==> config.mk <==
export PLATFORM = sky130hd
export DESIGN_NAME = spi_mem_master
export DESIGN_NICKNAME = d
export VERILOG_FILES = /design/src/rtl/spi_mem_master.sv
export SDC_FILE = /design/constraint.sdc
export NUM_CORES = 1
export LEC_CHECK = 0
export ABC_AREA = 1
export BUFFER_PORTS_ARGS = -buffer_cell sky130_fd_sc_hd__buf_4
export CAP_MARGIN = 10
export CORE_UTILIZATION = 50
export DETAILED_ROUTE_END_ITERATION = 10
export PLACE_DENSITY = 0.77
export SYNTH_ARGS = -nofsm -noshare
export SYNTH_HDL_FRONTEND = slang
export SYNTH_SLANG_ARGS = --single-unit
==> constraint.sdc <==
create_clock -name clk -period 3.36 [get_ports clk]
set_clock_uncertainty 0.2 [all_clocks]
set_input_delay 0.168 -clock clk [delete_from_list [all_inputs] [get_ports clk]]
set_output_delay 0.168 -clock clk [all_outputs]
set_load 0.02 [all_outputs]
==> src/rtl/spi_mem_master.sv <==
// SPI initiator for the single-port memory wrapper. Each host request is
// sent as two 11-bit frames (address frame, then data frame) separated by a
// programmable number of SS_n-high gap cycles. Reads capture the data byte
// from MISO during the payload bits of the second frame.
module spi_mem_master #(
    parameter int unsigned GAP_CYCLES = 1
) (
    input  logic       clk,
    input  logic       rst,
    input  logic       start,
    input  logic       op,
    input  logic [7:0] addr,
    input  logic [7:0] wdata,
    output logic       busy,
    output logic       done,
    output logic [7:0] rdata,
    output logic       SS_n,
    output logic       MOSI,
    input  logic       MISO
);

    typedef enum logic [1:0] {
        ST_IDLE  = 2'd0,
        ST_FRAME = 2'd1,
        ST_GAP   = 2'd2,
        ST_DONE  = 2'd3
    } state_e;

    localparam logic [3:0] LAST_BIT = 4'd10;
    localparam logic [3:0] GAP_LAST = 4'(GAP_CYCLES - 1);

    state_e     state_q,   state_d;
    logic [3:0] bit_cnt_q, bit_cnt_d;
    logic [3:0] gap_cnt_q, gap_cnt_d;
    logic       second_q,  second_d;
    logic       op_q,      op_d;
    logic [7:0] addr_q,    addr_d;
    logic [7:0] wdata_q,   wdata_d;
    logic [6:0] shift_q,   shift_d;
    logic [7:0] rdata_q,   rdata_d;
    logic       ss_n_q,    ss_n_d;
    logic       mosi_q,    mosi_d;
    logic       busy_q,    busy_d;
    logic       done_q,    done_d;

    // Serial bit idx (0 = select bit) of the frame selected by op / frame number.
    // Read-family data frame carries an all-zero payload so MOSI stays low.
    function automatic logic frame_bit(
        input logic       rd,
        input logic       second,
        input logic [7:0] a,
        input logic [7:0] w,
        input logic [3:0] idx
    );
        logic [10:0] word;
        logic [3:0]  pos;
        case ({rd, second})
            2'b00:   word = {1'b1, 2'b00, a};
            2'b01:   word = {1'b1, 2'b01, w};
            2'b10:   word = {1'b0, 2'b10, a};
            2'b11:   word = {1'b0, 2'b11, 8'h00};
            default: word = 11'h000;
        endcase
        if (idx <= LAST_BIT) begin
            pos = LAST_BIT - idx;
            return word[pos];
        end else begin
            return 1'b0;
        end
    endfunction

    // Next-state and next-output computation for the transaction sequencer.
    always_comb begin
        state_d   = state_q;
        bit_cnt_d = bit_cnt_q;
        gap_cnt_d = gap_cnt_q;
        second_d  = second_q;
        op_d      = op_q;
        addr_d    = addr_q;
        wdata_d   = wdata_q;
        shift_d   = shift_q;
        rdata_d   = rdata_q;
        ss_n_d    = 1'b1;
        mosi_d    = 1'b0;
        busy_d    = busy_q;
        done_d    = 1'b0;

        case (state_q)
            ST_IDLE: begin
                if (start) begin
                    op_d      = op;
                    addr_d    = addr;
                    wdata_d   = wdata;
                    second_d  = 1'b0;
                    bit_cnt_d = 4'd0;
                    gap_cnt_d = 4'd0;
                    state_d   = ST_FRAME;
                    ss_n_d    = 1'b0;
                    mosi_d    = frame_bit(op, 1'b0, addr, wdata, 4'd0);
                    busy_d    = 1'b1;
                end else begin
                    state_d = ST_IDLE;
                    busy_d  = 1'b0;
                end
            end

            ST_FRAME: begin
                // Read data arrives on payload bits of the second frame.
                if (second_q && op_q && (bit_cnt_q >= 4'd3)) begin
                    shift_d = {shift_q[5:0], MISO};
                end else begin
                    shift_d = shift_q;
                end

                if (bit_cnt_q == LAST_BIT) begin
                    bit_cnt_d = 4'd0;
                    ss_n_d    = 1'b1;
                    if (second_q) begin
                        state_d = ST_DONE;
                        done_d  = 1'b1;
                        busy_d  = 1'b0;
                        if (op_q) begin
                            rdata_d = {shift_q, MISO};
                        end else begin
                            rdata_d = rdata_q;
                        end
                    end else begin
                        state_d   = ST_GAP;
                        gap_cnt_d = 4'd0;
                    end
                end else begin
                    bit_cnt_d = bit_cnt_q + 4'd1;
                    ss_n_d    = 1'b0;
                    mosi_d    = frame_bit(op_q, second_q, addr_q, wdata_q,
                                          bit_cnt_q + 4'd1);
                end
            end

            ST_GAP: begin
                if (gap_cnt_q == GAP_LAST) begin
                    gap_cnt_d = 4'd0;
                    second_d  = 1'b1;
                    bit_cnt_d = 4'd0;
                    state_d   = ST_FRAME;
                    ss_n_d    = 1'b0;
                    mosi_d    = frame_bit(op_q, 1'b1, addr_q, wdata_q, 4'd0);
                end else begin
                    gap_cnt_d = gap_cnt_q + 4'd1;
                end
            end

            ST_DONE: begin
                // start is deliberately not looked at here; only IDLE accepts.
                state_d = ST_IDLE;
                busy_d  = 1'b0;
            end

            default: begin
                state_d = ST_IDLE;
                busy_d  = 1'b0;
            end
        endcase
    end

    // State and output registers; reset forces SS_n high immediately.
    always_ff @(posedge clk or posedge rst) begin
        if (rst) begin
            state_q   <= ST_IDLE;
            bit_cnt_q <= 4'd0;
            gap_cnt_q <= 4'd0;
            second_q  <= 1'b0;
            op_q      <= 1'b0;
            addr_q    <= 8'h00;
            wdata_q   <= 8'h00;
            shift_q   <= 7'h00;
            rdata_q   <= 8'h00;
            ss_n_q    <= 1'b1;
            mosi_q    <= 1'b0;
            busy_q    <= 1'b0;
            done_q    <= 1'b0;
        end else begin
            state_q   <= state_d;
            bit_cnt_q <= bit_cnt_d;
            gap_cnt_q <= gap_cnt_d;
            second_q  <= second_d;
            op_q      <= op_d;
            addr_q    <= addr_d;
            wdata_q   <= wdata_d;
            shift_q   <= shift_d;
            rdata_q   <= rdata_d;
            ss_n_q    <= ss_n_d;
            mosi_q    <= mosi_d;
            busy_q    <= busy_d;
            done_q    <= done_d;
        end
    end

    assign busy  = busy_q;
    assign done  = done_q;
    assign rdata = rdata_q;
    assign SS_n  = ss_n_q;
    assign MOSI  = mosi_q;

endmodule

Yosys cells after proc, flatten, opt, wreduce, memory -nomap -nowiden. Cells that the tools add are included.

Register bits: 47. Latch bits: 0. RAM bits: 0. Bits in read-only memories: 0. Bits of input ports: 21. Output and inout bits: 12. Logic and storage cells: 88. Memories: 0.

$add $sub $neg: 3. Multiply operators: 0. Divide/modulo/power cells: 0. Magnitude comparators: 3. Equal/unequal tests: 12. Shift-type cells: 0. Multiplexer cells: 39. Bitwise operators: 2. Reduce and logical (&&, ||, !) cells: 16.

Operators with widths (number): one-hot mux 11 bit (2 select lines) (2); one-hot mux 11 bit (4 select lines) (1); 2-to-1 mux 4 bit (6); one-hot mux 4 bit (3 select lines) (2); 2-to-1 mux 11 bit (2); 2-to-1 mux 1 bit (18); != test 2 bit, second input constant (5); one-hot mux 1 bit (3 select lines) (3); AND reduction 3 bit (3); adder 4 x 1 -> 4 bit, second input constant (2); equality test 2 bit, second input constant (4); one-hot mux 2 bit (4 select lines) (1); AND reduction 4 bit (2); AND reduction 2 bit (3); nonzero test 3 bit (2); less-than comparator 4 x 5 -> 1 bit, second input constant (1); binary-select mux 1 bit (select 4 bit) (1); equality test 2 x 1 -> 1 bit, second input constant (2); equality test 4 bit, second input constant (1); greater-or-equal comparator 4 x 2 -> 1 bit, second input constant (1); <= comparator 4 bit, second input constant (1); zero test 2 bit (2); zero test 4 bit (1); 2-to-1 mux 2 bit (2); other kinds (5) (7).

Longest topological paths before layout.
Depth after elaboration: 9. Gate-level depth with buffers: 12. Depth with buffers taken out: 11.

Least setup slack after synthesis. Ideal clock, no wire load.

Path kind: register to register. From: reg bit_cnt_q[0]. To: reg mosi_q (netlist: MOSI). Setup time: 0.122 ns. Arrival time: 1.538 ns. Required time: 3.038 ns. Slack: 1.501 ns. Cell stages (with the launch flop): 13. Path buffers: 1. Clock period less this slack: 1.859 ns. Path through: dfrtp_1 clkbuf_2 inv_1 ha_1 inv_1 nor2_1 nand3_1 nand2_1 nor2_1 nand2_1 nand3_1 nand2_1 a21oi_2.

Cells in the longest elaborated chain, start to end: 7. Elaborated cells between the ends (all ways): 9. Classes of those cells: add/sub: 2; order compare: 1; eq/ne: 1; mux: 5.

Ends and longest elaborated chain: from (decl) (line 33) `logic [3:0] bit_cnt_q, bit_cnt_d;`; from (signal assigned) (line 183) `bit_cnt_q <= bit_cnt_d;`; adder 4 x 1 -> 4 bit (line 135) `bit_cnt_q + 4'd1);`; subtractor 4 bit (line 65) `pos = LAST_BIT - idx;`; binary-select mux 1 bit (select 4 bit) (line 66) `return word[pos];`; 2-to-1 mux 1 bit (implied by the code) (line 66); 2-to-1 mux 1 bit (line 64) `if (idx <= LAST_BIT) begin`; 2-to-1 mux 1 bit (*) (line 115) `if (bit_cnt_q == LAST_BIT) begin`; one-hot mux 1 bit (3 select lines) (*) (line 88) `case (state_q)`; via mosi_d (line 42) `logic mosi_q, mosi_d;`; to (signal assigned) (line 192) `mosi_q <= mosi_d;`; to (decl) (line 42).

The timed path passes the listed nets; every way through them passes the cells marked *. The select of a mux whose other input is x is not followed. A chain may end at the register's enable or synchronous reset.

Worst setup path after layout.
From: reg bit_cnt_q[0]. To: reg rdata_q[7] (netlist: rdata[7]).

Cells in the longest elaborated chain, start to end: 2.

Ends and longest elaborated chain: equality test 4 bit (line 115); AND reduction 4 bit (no source line); to (signal assigned) (line 190) `rdata_q <= rdata_d;`; to (decl) (line 40) `logic [7:0] rdata_q, rdata_d;`.

No other way between the ends.

==> impl_results.md <==
- Status: finished clean
- Die Area: 4960 sq um
- First-pass GRT wire length: 8510 um
- Crit Path Max Fanout: 18
- HP Class: flip-flop to flip-flop
- Count of pins over their slew limit: 0
- Hold path start: addr_q[4]
- Antenna diodes: 0
- Flops & latches, synth: 47
- DR pass1 iterations: 4
- Die width: 70.4 um
- Tot GR Track Use: 21.7%
- Top-count cell post-synth: nand2_1
- Post-synthesis cell area: 2340 sq um
- Async S/R FF share, synth: 100%
- Top-area cell type share of the netlist area: 49.2%
- Period utilization: 70.0%
- Row Count: 24
- Final wirelength: 4700 um
- Synthesized instance count: 296
- Worst path max stage delay: 0.66 ns
- Pwr Total: 2020 uW
- Post-synth EDFFs: 0
- Leakage power: 0.00153 uW
- Cts repair resizes: 0
- Synth top area cells: dfrtp_1 49%, nand2_1 17%, inv_1 5.3%
- Worst-Skew Late Latency: 0.30 ns
- CTS tree: done
- Initial antenna violation count: 0
- Root Buffer: clkbuf_8
- Worst-path clk slew: 0.09 ns
- IO Port Bufs: 32
- H-tree Lvls: 2
- Core area: 4410 sq um
- Sequential-to-total area share from yosys stat: 50.3%
- CP max stage cell: dfrtp_1
- Num Clock Sinks: 47
- Setup TNS Final: 0 ns
- FF-to-FF Start: bit_cnt_q[0]
- Detailed Route Iter0 Violations: 152
- Area Growth Syn to Fin: 24.9%
- Worst path cell trace: inv_1 > ha_1 > inv_1 > nor3_2 > nand2_1 > mux2_2
- Commonest cells post-synth: 103 x nand2_1, 46 x dfrtp_1, 33 x inv_1
- PwrDens: 690 nW/um^2
- Share of cells above drive strength 1: 14.9%
- Worst IR Drop VDD: 414 uV
- Fin util: 66.2%
- CP endpoint kind: flip-flop
- Vias: 1,978
- Initial Utilization: 53.0%
- Number of fill cells: 371
- Die Height: 70.4 um
- Total CTS buffers: 5
- Slew @ Worst Pin: 0.948 ns
- Worst-case clock buffer depth: 2
- CP delay by family, top: flip-flops
- CP Launch Type: flip-flop
- I/O pins: 33
- Fin area: 2920 sq um
- Mean Syn Cell Area: 7.91 sq um
- Non-filler cells, final: 400
- Unrepaired setup endpoints after global routing: no
- Largest net degree at the start of global routing: 48
- Total of max-cap violations: 0
- Max-slew headroom: 36.7%
- Max Fclk: 425 MHz
- Global placer's final weighted congestion: 0.833
- Placed instance area: 2610 sq um
- Synth cell types: 26
- Via density: 4.95
- Routed len/inst: 11.7 um
- Prevailing post-synth register cell: dfrtp_1
- Final hold vios: 0
- Overflow after GRT: 0
- Final min period: 2.35 ns
- DRC violations left: 0
- Synthesized net count: 326
- Final setup fails: 0
- Critical path's most frequent cell: inv_1
- Post-DP HPWL: 3110 um
- Post-synth top area cell: dfrtp_1
- Post-route ant nets: 0
- Worst path bufs/invs: 2
- Setup CP Type: flip-flop to flip-flop
- Critical Path RT: 3.35 ns
- Yosys warns: 0
- Fin nets: 377
- DP Cell Count: 372
- Number of global-route vias before repair: 1,955
- CP startpoint: bit_cnt_q[0]
- WP data arrival: 2.35 ns
[stage by stage]
stage / hold WS (ns) / worst slack, ns
4_1_cts: 0.290 / 1.01
2_1_floorplan: 0.0776 / 1.50
5_1_grt: 0.312 / 0.748
3_3_place_gp: 0.161 / 1.09
6_report: 0.289 / 1.01
3_5_place_dp: 0.165 / 1.04
[worst register-to-register path: stages (launching register included)]
cell	delay, ns
dfrtp_1	0.66
inv_1	0.19
ha_1	0.27
inv_1	0.12
nor3_2	0.06
nand2_1	0.36
mux2_2	0.39
[worst paths after layout]
check | endpoint | slack [ns] | depth (start not counted)
hold / removal | addr_q[4] | 0.29 | 2
hold reg to reg | addr_q[4] | 0.29 | 2
setup reg to reg | rdata[7] | 1.01 | 6
setup / recovery | rdata[7] | 1.01 | 6
max in group asynchronous | gap_cnt_q[2] | 1.94 | 3
min in group asynchronous | rdata[1] | 0.44 | 3
[metal layers]
metal / up-vias / wire [um] / part of all wire [%] / GRT usage, %
met1: 904 / 2190 / 47 / 28.6
met4: 0 / 58 / 1.2 / 5.78
met2: 32 / 2300 / 49 / 35.8
met3: 7 / 146 / 3.1 / 4.91
li1: 1035 / - / - / -
met5: - / 0 / 0 / 0
[cells in the final DEF, fill, tap and decap left out]
| master | Yosys | final |
|---|---|---|
| ha_1 | 9 | 9 |
| o31ai_1 | 1 | 1 |
| mux2_2 | 1 | 1 |
| o211ai_1 | 2 | 2 |
| o21ai_0 | 21 | 21 |
| nand2_1 | 103 | 103 |
| clkinv_2 | 0 | 1 |
| dfstp_2 | 1 | 1 |
| nand4_1 | 3 | 3 |
| o22ai_1 | 4 | 4 |
| nand3_2 | 1 | 1 |
| a21oi_2 | 1 | 1 |
| dfrtp_1 | 46 | 46 |
| inv_1 | 33 | 32 |
| buf_4 | 2 | 32 |
| a21oi_1 | 6 | 6 |
| nand3_1 | 18 | 18 |
| nor3_2 | 1 | 1 |
| o21ai_1 | 9 | 9 |
| nor2_1 | 20 | 20 |
| bufinv_16 | 0 | 1 |
| clkbuf_8 | 0 | 6 |
| inv_2 | 3 | 4 |
| nand2_2 | 2 | 2 |
| dlygate4sd3_1 | 0 | 20 |
| nor2_2 | 1 | 1 |
| xor2_1 | 2 | 2 |
[power by group]
part | internal, uW | total [uW] | leakage [uW] | switching, uW
combinational | 279 | 736 | 0.000890 | 457
clock | 241 | 426 | 0.0000612 | 185
sequential | 728 | 854 | 0.000582 | 126
total | 1250 | 2020 | 0.00153 | 768
[final cells by class]
| class | count | area (sq um) | area share (%) |
|---|---|---|---|
| inverters | 36 | 135 | 4.62 |
| repair buffers | 52 | 440 | 15.1 |
| well taps | 52 | 65.1 | 2.23 |
| clock inverters | 2 | 35.0 | 1.20 |
| multi-input cells | 205 | 987 | 33.8 |
| clock buffers | 6 | 82.6 | 2.83 |
| flip-flops and latches | 47 | 1180 | 40.3 |
[sequential cells by signal (all words and copies together), names as in the netlist]
| register | count |
|---|---|
| gap_cnt_q | 4 |
| wdata_q | 8 |
| op_q | 1 |
| rdata | 8 |
| bit_cnt_q | 4 |
| MOSI | 1 |
| done | 1 |
| SS_n | 1 |
| shift_q | 7 |
| addr_q | 8 |
| busy | 1 |
| second_q | 1 |
| state_q | 2 |
[logic make-up (layout without fill, tap and decap cells)]
group | count (synthesis) | after routing | share of synthesized area [%]
flops | 47 | 47 | 50.3
mux | 1 | 1 | 0.481
simple gates | 149 | 149 | 26.0
compound gates | 44 | 44 | 10.1
xor+xnor | 2 | 2 | 0.748
buf+inv | 44 | 96 | 7.54
fa+ha+maj | 9 | 9 | 4.81
[what timing repair did]
item | in CTS | in global routing
endpoints found under the hold margin | 66 | 0
hold buffers | 20 | 0
setup buffers | 0 | 0
Note: power is estimated with default switching activity, not from simulation.
